$ cat config.mk
export PLATFORM = sky130hd
export DESIGN_NAME = mul_shift_unit_flat
export DESIGN_NICKNAME = d
export VERILOG_FILES = /design/src/rtl/mul_shift_unit_if.sv /design/src/rtl/mul_shift_unit.sv /design/src/flat_wrapper.sv
export SDC_FILE = /design/constraint.sdc
export NUM_CORES = 1
export LEC_CHECK = 0
export ABC_AREA = 1
export CAP_MARGIN = 30
export CORE_UTILIZATION = 25
export CTS_CLUSTER_SIZE = 8
export DETAILED_ROUTE_END_ITERATION = 16
export HOLD_SLACK_MARGIN = 0.12
export PLACE_DENSITY = 0.45
export SYNTH_ARGS = -nofsm -noshare
export SYNTH_HDL_FRONTEND = slang
export SYNTH_SLANG_ARGS = --single-unit
$ cat constraint.sdc
create_clock -name CLK -period 3.6 [get_ports CLK]
set_input_delay 0.36 -clock CLK [delete_from_list [all_inputs] [get_ports CLK]]
set_output_delay 0.36 -clock CLK [all_outputs]
set_load 0.03 [all_outputs]
$ cat src/rtl/mul_shift_unit_if.sv
// rtl/mul_shift_unit_if.sv - operand request / write-back bundle for the multiply-shift unit
interface mul_shift_unit_if #(
    parameter int WIDTH  = 8,
    parameter int ADDR_W = 3
);
    logic              START;
    logic [2:0]        OP;
    logic [WIDTH-1:0]  DATA1;
    logic [WIDTH-1:0]  DATA2;
    logic [ADDR_W-1:0] DEST;
    logic              BUSY;
    logic [WIDTH-1:0]  WB_DATA;
    logic [WIDTH-1:0]  WB_HI;
    logic [ADDR_W-1:0] WB_ADDR;
    logic              WB_WRITE;
    logic              ERR;

    // control unit / register file side
    modport master (
        output START, OP, DATA1, DATA2, DEST,
        input  BUSY, WB_DATA, WB_HI, WB_ADDR, WB_WRITE, ERR
    );

    // execution unit side
    modport slave (
        input  START, OP, DATA1, DATA2, DEST,
        output BUSY, WB_DATA, WB_HI, WB_ADDR, WB_WRITE, ERR
    );
endinterface

$ cat src/rtl/mul_shift_unit.sv
// rtl/mul_shift_unit.sv - iterative unsigned multiply and shift/rotate unit, one bit-step per clock
module mul_shift_unit #(
    parameter int WIDTH  = 8,
    parameter int ADDR_W = 3
) (
    input logic            CLK,
    input logic            RESET,
    mul_shift_unit_if.slave bus
);
    localparam int LW    = $clog2(WIDTH);
    localparam int CNT_W = LW + 1;

    localparam logic [2:0] OP_MUL = 3'b000;
    localparam logic [2:0] OP_SLL = 3'b001;
    localparam logic [2:0] OP_SRL = 3'b010;
    localparam logic [2:0] OP_SRA = 3'b011;
    localparam logic [2:0] OP_ROR = 3'b100;

    localparam logic [CNT_W-1:0] CNT_FULL = CNT_W'(WIDTH);
    localparam logic [CNT_W-1:0] CNT_ONE  = CNT_W'(1);
    localparam logic [WIDTH-1:0] AMT_FULL = WIDTH'(WIDTH);

    typedef enum logic [1:0] {
        IDLE = 2'd0,
        RUN  = 2'd1,
        DONE = 2'd2
    } state_t;

    state_t state, state_next;

    logic [2:0]         op_q;
    logic [WIDTH-1:0]   mcand;
    logic [ADDR_W-1:0]  dest_q;
    logic [CNT_W-1:0]   cnt;
    logic [2*WIDTH-1:0] acc;
    logic [2*WIDTH-1:0] acc_step;
    logic [WIDTH:0]     sum;
    logic [CNT_W-1:0]   n_load;
    logic               op_reserved;
    logic               in_reserved;

    logic [WIDTH-1:0]   wb_data_q;
    logic [WIDTH-1:0]   wb_hi_q;
    logic [ADDR_W-1:0]  wb_addr_q;
    logic               wb_write;
    logic               err;

    assign op_reserved  = (op_q > OP_ROR);
    assign in_reserved  = (bus.OP > OP_ROR);

    assign bus.BUSY     = (state != IDLE);
    assign bus.WB_DATA  = wb_data_q;
    assign bus.WB_HI    = wb_hi_q;
    assign bus.WB_ADDR  = wb_addr_q;
    assign bus.WB_WRITE = wb_write;
    assign bus.ERR      = err;

    // Step count for the incoming request; shifts saturate at WIDTH, rotates wrap.
    always_comb begin
        n_load = '0;
        case (bus.OP)
            OP_MUL:                 n_load = CNT_FULL;
            OP_SLL, OP_SRL, OP_SRA: n_load = (bus.DATA2 >= AMT_FULL) ? CNT_FULL
                                                                     : bus.DATA2[CNT_W-1:0];
            OP_ROR:                 n_load = {1'b0, bus.DATA2[LW-1:0]};
            default:                n_load = '0;
        endcase
    end

    // One iteration of the captured operation; shifts live in the low half with the high half zero.
    always_comb begin
        sum      = {1'b0, acc[2*WIDTH-1:WIDTH]} + {1'b0, mcand};
        acc_step = acc;
        case (op_q)
            OP_MUL:  acc_step = acc[0] ? {sum, acc[WIDTH-1:1]} : {1'b0, acc[2*WIDTH-1:1]};
            OP_SLL:  acc_step = {{WIDTH{1'b0}}, acc[WIDTH-2:0], 1'b0};
            OP_SRL:  acc_step = {{WIDTH{1'b0}}, 1'b0, acc[WIDTH-1:1]};
            OP_SRA:  acc_step = {{WIDTH{1'b0}}, acc[WIDTH-1], acc[WIDTH-1:1]};
            OP_ROR:  acc_step = {{WIDTH{1'b0}}, acc[0], acc[WIDTH-1:1]};
            default: acc_step = acc;
        endcase
    end

    // State register.
    always_ff @(posedge CLK) begin
        if (RESET) state <= IDLE;
        else       state <= state_next;
    end

    // Next state and the one-cycle completion strobes, which are only ever raised in DONE.
    always_comb begin
        state_next = state;
        wb_write   = 1'b0;
        err        = 1'b0;
        case (state)
            IDLE: begin
                if (bus.START) state_next = (n_load == '0) ? DONE : RUN;
            end
            RUN: begin
                if (cnt == CNT_ONE) state_next = DONE;
            end
            DONE: begin
                state_next = IDLE;
                if (op_reserved) err      = 1'b1;
                else             wb_write = 1'b1;
            end
            default: state_next = IDLE;
        endcase
    end

    // Operand capture, iteration and result registers; results load only on the way into DONE.
    always_ff @(posedge CLK) begin
        if (RESET) begin
            op_q      <= '0;
            mcand     <= '0;
            dest_q    <= '0;
            cnt       <= '0;
            acc       <= '0;
            wb_data_q <= '0;
            wb_hi_q   <= '0;
            wb_addr_q <= '0;
        end else begin
            case (state)
                IDLE: begin
                    if (bus.START) begin
                        op_q   <= bus.OP;
                        mcand  <= bus.DATA1;
                        dest_q <= bus.DEST;
                        cnt    <= n_load;
                        acc    <= (bus.OP == OP_MUL) ? {{WIDTH{1'b0}}, bus.DATA2}
                                                     : {{WIDTH{1'b0}}, bus.DATA1};
                        if (n_load == '0) begin
                            wb_data_q <= in_reserved ? '0 : bus.DATA1;
                            wb_hi_q   <= '0;
                            wb_addr_q <= bus.DEST;
                        end
                    end
                end
                RUN: begin
                    acc <= acc_step;
                    cnt <= cnt - CNT_ONE;
                    if (cnt == CNT_ONE) begin
                        wb_data_q <= acc_step[WIDTH-1:0];
                        wb_hi_q   <= (op_q == OP_MUL) ? acc_step[2*WIDTH-1:WIDTH] : '0;
                        wb_addr_q <= dest_q;
                    end
                end
                default: ;
            endcase
        end
    end
endmodule

$ cat src/flat_wrapper.sv
// flat-port wrapper written by rule: the top's interface ports become plain ports
module mul_shift_unit_flat 
#(
    parameter int WIDTH  = 8,
    parameter int ADDR_W = 3
)
  (CLK, RESET, bus_START, bus_OP, bus_DATA1, bus_DATA2, bus_DEST, bus_BUSY, bus_WB_DATA, bus_WB_HI, bus_WB_ADDR, bus_WB_WRITE, bus_ERR);
  mul_shift_unit_if #(.WIDTH(WIDTH), .ADDR_W(ADDR_W)) bus_i ();
  input logic CLK;
  input logic RESET;
  input wire logic [$bits(bus_i.START)-1:0] bus_START;
  input wire logic [$bits(bus_i.OP)-1:0] bus_OP;
  input wire logic [$bits(bus_i.DATA1)-1:0] bus_DATA1;
  input wire logic [$bits(bus_i.DATA2)-1:0] bus_DATA2;
  input wire logic [$bits(bus_i.DEST)-1:0] bus_DEST;
  output wire logic [$bits(bus_i.BUSY)-1:0] bus_BUSY;
  output wire logic [$bits(bus_i.WB_DATA)-1:0] bus_WB_DATA;
  output wire logic [$bits(bus_i.WB_HI)-1:0] bus_WB_HI;
  output wire logic [$bits(bus_i.WB_ADDR)-1:0] bus_WB_ADDR;
  output wire logic [$bits(bus_i.WB_WRITE)-1:0] bus_WB_WRITE;
  output wire logic [$bits(bus_i.ERR)-1:0] bus_ERR;
  assign bus_i.START = bus_START;
  assign bus_i.OP = bus_OP;
  assign bus_i.DATA1 = bus_DATA1;
  assign bus_i.DATA2 = bus_DATA2;
  assign bus_i.DEST = bus_DEST;
  assign bus_BUSY = bus_i.BUSY;
  assign bus_WB_DATA = bus_i.WB_DATA;
  assign bus_WB_HI = bus_i.WB_HI;
  assign bus_WB_ADDR = bus_i.WB_ADDR;
  assign bus_WB_WRITE = bus_i.WB_WRITE;
  assign bus_ERR = bus_i.ERR;
  mul_shift_unit #(.WIDTH(WIDTH), .ADDR_W(ADDR_W)) u_core (.CLK(CLK), .RESET(RESET), .bus(bus_i));
endmodule
## After elaboration in Yosys (flattened, before gate mapping)

Cells that the tools add are included.
W data, S select, Z words.

| word-level totals | value |
|---|---|
| register bits after elaboration | 55 |
| input bits | 25 |
| output and inout bits | 22 |
| logic and storage cells | 70 |

| operators by class | value |
|---|---|
| add/sub/neg operators | 2 |
| magnitude comparators | 3 |
| equality and inequality tests | 14 |
| mux-type cells | 31 |
| reductions and logical operators | 11 |

Operators with widths:

| operator | number |
|---|---|
| $pmux W16 S5 | 1 |
| $mux W8 | 9 |
| $mux W16 | 2 |
| $pmux W16 S2 | 1 |
| $pmux W8 S2 | 2 |
| $eq A3 B2 Y1 const B | 4 |
| $pmux W4 S3 | 1 |
| $add A8 B8 Y9 | 1 |
| $mux W3 | 3 |
| $ge A8 B4 Y1 const B | 1 |
| $mux W4 | 2 |
| $pmux W4 S2 | 1 |
| $eq A3 B1 Y1 const B | 2 |
| $eq A3 B3 Y1 const B | 2 |
| $gt A3 B3 Y1 const B | 2 |
| $logic_not A3 Y1 | 2 |
| $mux W2 | 3 |
| $pmux W3 S2 | 1 |
| $reduce_and A2 Y1 | 3 |
| $eq A4 B1 Y1 const B | 1 |
| $logic_not A4 Y1 | 1 |
| $mux W1 | 4 |
| $ne A2 B1 Y1 const B | 2 |
| $pmux W2 S2 | 1 |
| other kinds (8) | 9 |

## Longest topological paths before layout

| depth | value |
|---|---|
| depth after elaboration | 7 |
| depth in mapped cells | 13 |
| mapped depth without buffers | 13 |

## Worst setup path after synthesis

OpenSTA, ideal clock, no wires.

| path | value |
|---|---|
| path type | register -> output |
| from | register u_core.op_q[2] |
| to | output port bus_ERR |
| arrival | 1361 ps |
| data required time | 3240 ps |
| path slack | 1879 ps |
| stages on the path, launching flop included | 5 |
| buffers on the path | 2 |
| cells stage by stage | dfxtp_1 clkbuf_2 nand2_2 buf_2 nor3_1 |

| between the ends | value |
|---|---|
| cells in the longest elaborated chain, start to end | 3 |

RTL lines:

| item | line | source |
|---|---|---|
| from (decl) | mul_shift_unit.sv:31 | `logic [2:0] op_q;` |
| from (signal assigned) | mul_shift_unit.sv:126 | `op_q <= bus.OP;` |
| $gt A3 B3 Y1 | mul_shift_unit.sv:48 | `assign op_reserved = (op_q > OP_ROR);` |
| $mux W1 | mul_shift_unit.sv:104 | `if (op_reserved) err = 1'b1;` |
| $mux W1 | mul_shift_unit.sv:95 | `case (state)` |
| to (decl) | flat_wrapper.sv:21 | `output wire logic [$bits(bus_i.ERR)-1:0] bus_ERR;` |

Every way passes these cells.

## Worst setup path in the final report

| path | value |
|---|---|
| from | register u_core.op_q[2] |
| to | output port bus_WB_WRITE |

| between the ends | value |
|---|---|
| cells in the longest elaborated chain, start to end | 3 |

RTL lines:

| item | line | source |
|---|---|---|
| $gt A3 B3 Y1 | mul_shift_unit.sv:48 |  |
| $mux W1 | mul_shift_unit.sv:104 |  |
| $mux W1 | mul_shift_unit.sv:95 |  |
| to (decl) | flat_wrapper.sv:20 | `output wire logic [$bits(bus_i.WB_WRITE)-1:0] bus_WB_WRITE;` |

Every way passes these cells.

==> out/results.txt <==
Yosys printed 0 warnings. The fraction of final layout cells sized beyond drive strength 1 works out to 0.116. Adder and majority cell fraction of the synthesized area: 0.0443.

For this block, the routed nets add up to 10,100 um of wire. The initial antenna violation count was 0. At the end of routability-driven placement, the weighted congestion stood at 0.793. In this run, the number of DRC markers left after iteration 0 of detailed routing was 181.

The xor and xnor fraction of the mapped netlist area was 0.00267; the number of enable flip-flop cells after synthesis was 0. The number of inserted diodes came out at 0. Summing all non-filler instances in the final layout gives an area of 3990 um^2. The buffer depth of the longest clock path is 2.

The initial cell density of the core was 0.258; the relative slew slack was 0.494. At the worst endpoint, the required time is 3.24 ns. The sum of overflow across all layers after global routing is 0, and the hold buffer count at cts is 0. The all-layer global routing usage came out at 0.161.

For the pin with the worst max-slew slack, the measured transition is 0.759 ns. The number of port buffers was 46. The worst setup path is launched from a flip-flop. The maximum fanout encountered on the critical timing path came out at 8.

The number of synthesized register bits works out to 55. The share of async-settable or async-resettable flops after synthesis was 0. Signal routing reaches up to met4.

The share of Yosys cell area claimed by the top area cell type came out at 0.336. The post-synthesis area per instance is 6.66 um^2. After detailed routing, the number of vias per cell comes to 4.60. The via total after detailed routing was 3,214. Setup violations remaining at the end of the flow were counted as 0. In this run the cell area of the synthesized design comes to 3280 um^2.

Via count of the first global-routing pass: 3,204. For the final design utilization, the log shows 0.313. The cell count after synthesis is 492.

The tools report the area taken by multi-input logic gates as 1860 um^2. In the detailed route, the total length drawn on met3 is 550 um. In this run, post-CTS repair resized a total of 0 instances. The cell chosen for the clock root is clkbuf_16. Summed over all nets, wire length on met2 after detailed routing comes to 4750 um. The number of clock buffers added by TritonCTS is 5.

For the fmax, the log shows 0.403 GHz. STA classifies the critical path endpoint as an output pin. After synthesis, the largest family of logic cells by area is simple AND/OR/NAND/NOR gates.

X dimension of the die: 116 um. On the final layout, the worst hold slack is 0.462 ns. Across the run, the number of max-cap violations was 0. The first global-routing pass estimated 16,600 um of wire. The final-report max-slew violation count is 0, and the final worst setup slack is 1.12 ns. After legalization and detailed placement, the total HPWL measured 7580 um. STA puts the critical path data arrival time at 2.12 ns.

After clock tree synthesis, the setup repair step added 0 buffers. The cell with the most instances after synthesis was nand2_1. The mux share of post-synthesis cell area was 0. The die covers 13,600 um^2.

The peak supply drop is 0.000233 V. By count the netlist is led by nand2_1, nor2_1, dfxtp_1, o21ai_0, inv_1. For this run, design rule violations remaining after detail routing come to 0. Area of the placeable core: 12,700 um^2.

Entering global routing, the biggest net connects 30 pins. Power density normalized to cell area: 603 nW/um^2. The largest individual stage delay along the critical path comes from the cell clkdlybuf4s50_1. The signal on the critical path passes through inv_1 -> nor2_2 -> nor3_1 -> clkdlybuf4s50_1. The basic-gate share of the synthesized area counting and, or, nand and nor cells works out to 0.316. In the final timing run, aggregate negative setup slack is 0 ns. The leakage power figure is 1.60 nW, and the maximum level of the CTS H-tree is 2. At the end of the flow, the number of nets in the layout was 561. Across the routed clock network, the largest skew measured is 0.0103 ns.

The period utilization is 0.689. Dividing the detail-routed wire length by the instance count gives 14.5 um. The tools report the cell area after placement as 3840 um^2.

The share of the synthesized area in compound gates (AO/OA/AOI/OAI) was 0.205. Critical path class: flip-flop to output pin. For the net count after synthesis, the log shows 528. The count of nets left with antenna violations once routing finished came out at 0.

The clock reaches the later pin of the worst-skew pair after 0.30 ns. In this run the vertical extent of the chip is 116 um. Class of the most critical hold timing path: flip-flop to flip-flop. 47 I/O pins were placed.

Of all cell types, the one taking the most synthesized area is dfxtp_1. The clock transition time at the flip-flop clock pins of the worst setup and hold paths was 0.08 ns. The leading register cell type out of synthesis is dfxtp_1. Prior to clock tree synthesis, the placed netlist has a worst setup slack of 1.08 ns. Clock tree synthesis found a total of 55 sinks. The cell type group with the largest total delay on the critical path was buffers and inverters. For the area taken by flip-flops and latches, the log shows 1100 um^2. The number of detailed-routing iterations run before antenna repair came out at 4. TritonCTS built the clock tree. The flow ran to the end, and the final reports show no timing, DRC or antenna violations. The tools report the register area share after synthesis as 0.336.

The worst path in the final design needs a cycle of 2.48 ns, including I/O delays and setup. Setup repair after global routing left no endpoint under its margin. By area the synthesized netlist is led by dfxtp_1, nand2_1, nor2_1. For this run, the slowest stage of the critical path takes 0.61 ns. In this run the core area contains 41 standard-cell rows.

The number of buffers and inverters on the critical path was 2. The routed metal-1 wirelength was 4810 um. The area growth from synthesis to layout is 21.6%. Synthesis instantiated 36 different standard cells from the library. The final hold violation count is 0, and the fill cell instance count of the final layout is 1,444.
-- registers in the layout (all words and copies together) (netlist names) --
signal,cells
u_core.op_q,3
u_core.bus.WB_ADDR,3
u_core.state,2
u_core.mcand,8
u_core.bus.WB_HI,8
u_core.acc,16
u_core.cnt,4
u_core.bus.WB_DATA,8
u_core.dest_q,3
-- power by group --
group          internal (mW)  leakage [nW]  switching [mW]
registers              0.732         0.451           0.110
logic                  0.349          1.08           0.706
clock network          0.261        0.0742           0.244
-- tightest hold or removal path: stages (launching register included) --
cell and delay, ns:
dfxtp_1 0.30, inv_1 0.06, a21oi_1 0.06
-- layer usage --
layer / vias to the layer above / global-route usage
met5: - / 0
met4: 0 / 0.0368
met3: 2 / 0.0306
met2: 93 / 0.272
met1: 1464 / 0.212
li1: 1655 / -
-- final timing paths --
| check | start | end | cells past startpoint | slack, ns |
|---|---|---|---|---|
| max reg2reg | u_core.state[0] | u_core.acc[4] | 8 | 1.36 |
| min reg2reg | u_core.dest_q[1] | u_core.dest_q[1] | 2 | 0.46 |
| max | u_core.op_q[2] | bus_WB_WRITE | 4 | 1.12 |
| min | u_core.dest_q[1] | u_core.dest_q[1] | 2 | 0.46 |
-- cells by family after synthesis --
| group | Yosys count |
|---|---|
| flops | 55 |
| simple gates | 242 |
| fa+ha+maj | 11 |
| compound gates | 113 |
| buf+inv | 70 |
| xor+xnor | 1 |
-- cell usage in the layout (no fill, tap or decap), drive strengths merged --
master         Yosys  routed
nand2            137     137
nor3               6       6
nand3             16      16
dfxtp             55      55
a221oi             1       1
clkinv             0       2
xor2               1       1
a31oi              9       9
nand4              3       3
nor2              74      74
clkbuf             8       5
o211ai             8       8
o22ai              1       1
o31ai              1       1
o21ai             52      52
a21oi             37      37
fa                 1       1
ha                10      10
a21boi             3       3
nand3b             1       1
clkdlybuf4s50      0      46
inv               47      48
a211oi             1       1
buf               15       3
or2                5       5
-- area by class of cell --
cell class                 instances  area share
tap                              172      0.0540
clock inverter                     3     0.00565
clock buffer                       5      0.0314
sequential                        55       0.276
multi-input combinational        367       0.467
inverter                          47      0.0449
timing repair buffer              49       0.121
-- through the flow --
stage	power, mW	instances
after global placement	1.92	690
final	2.40	698
after floorplan	1.63	492
after global routing	2.59	698
after CTS	2.43	698
after detailed placement	1.91	690
(Power assumes the default switching activity.)
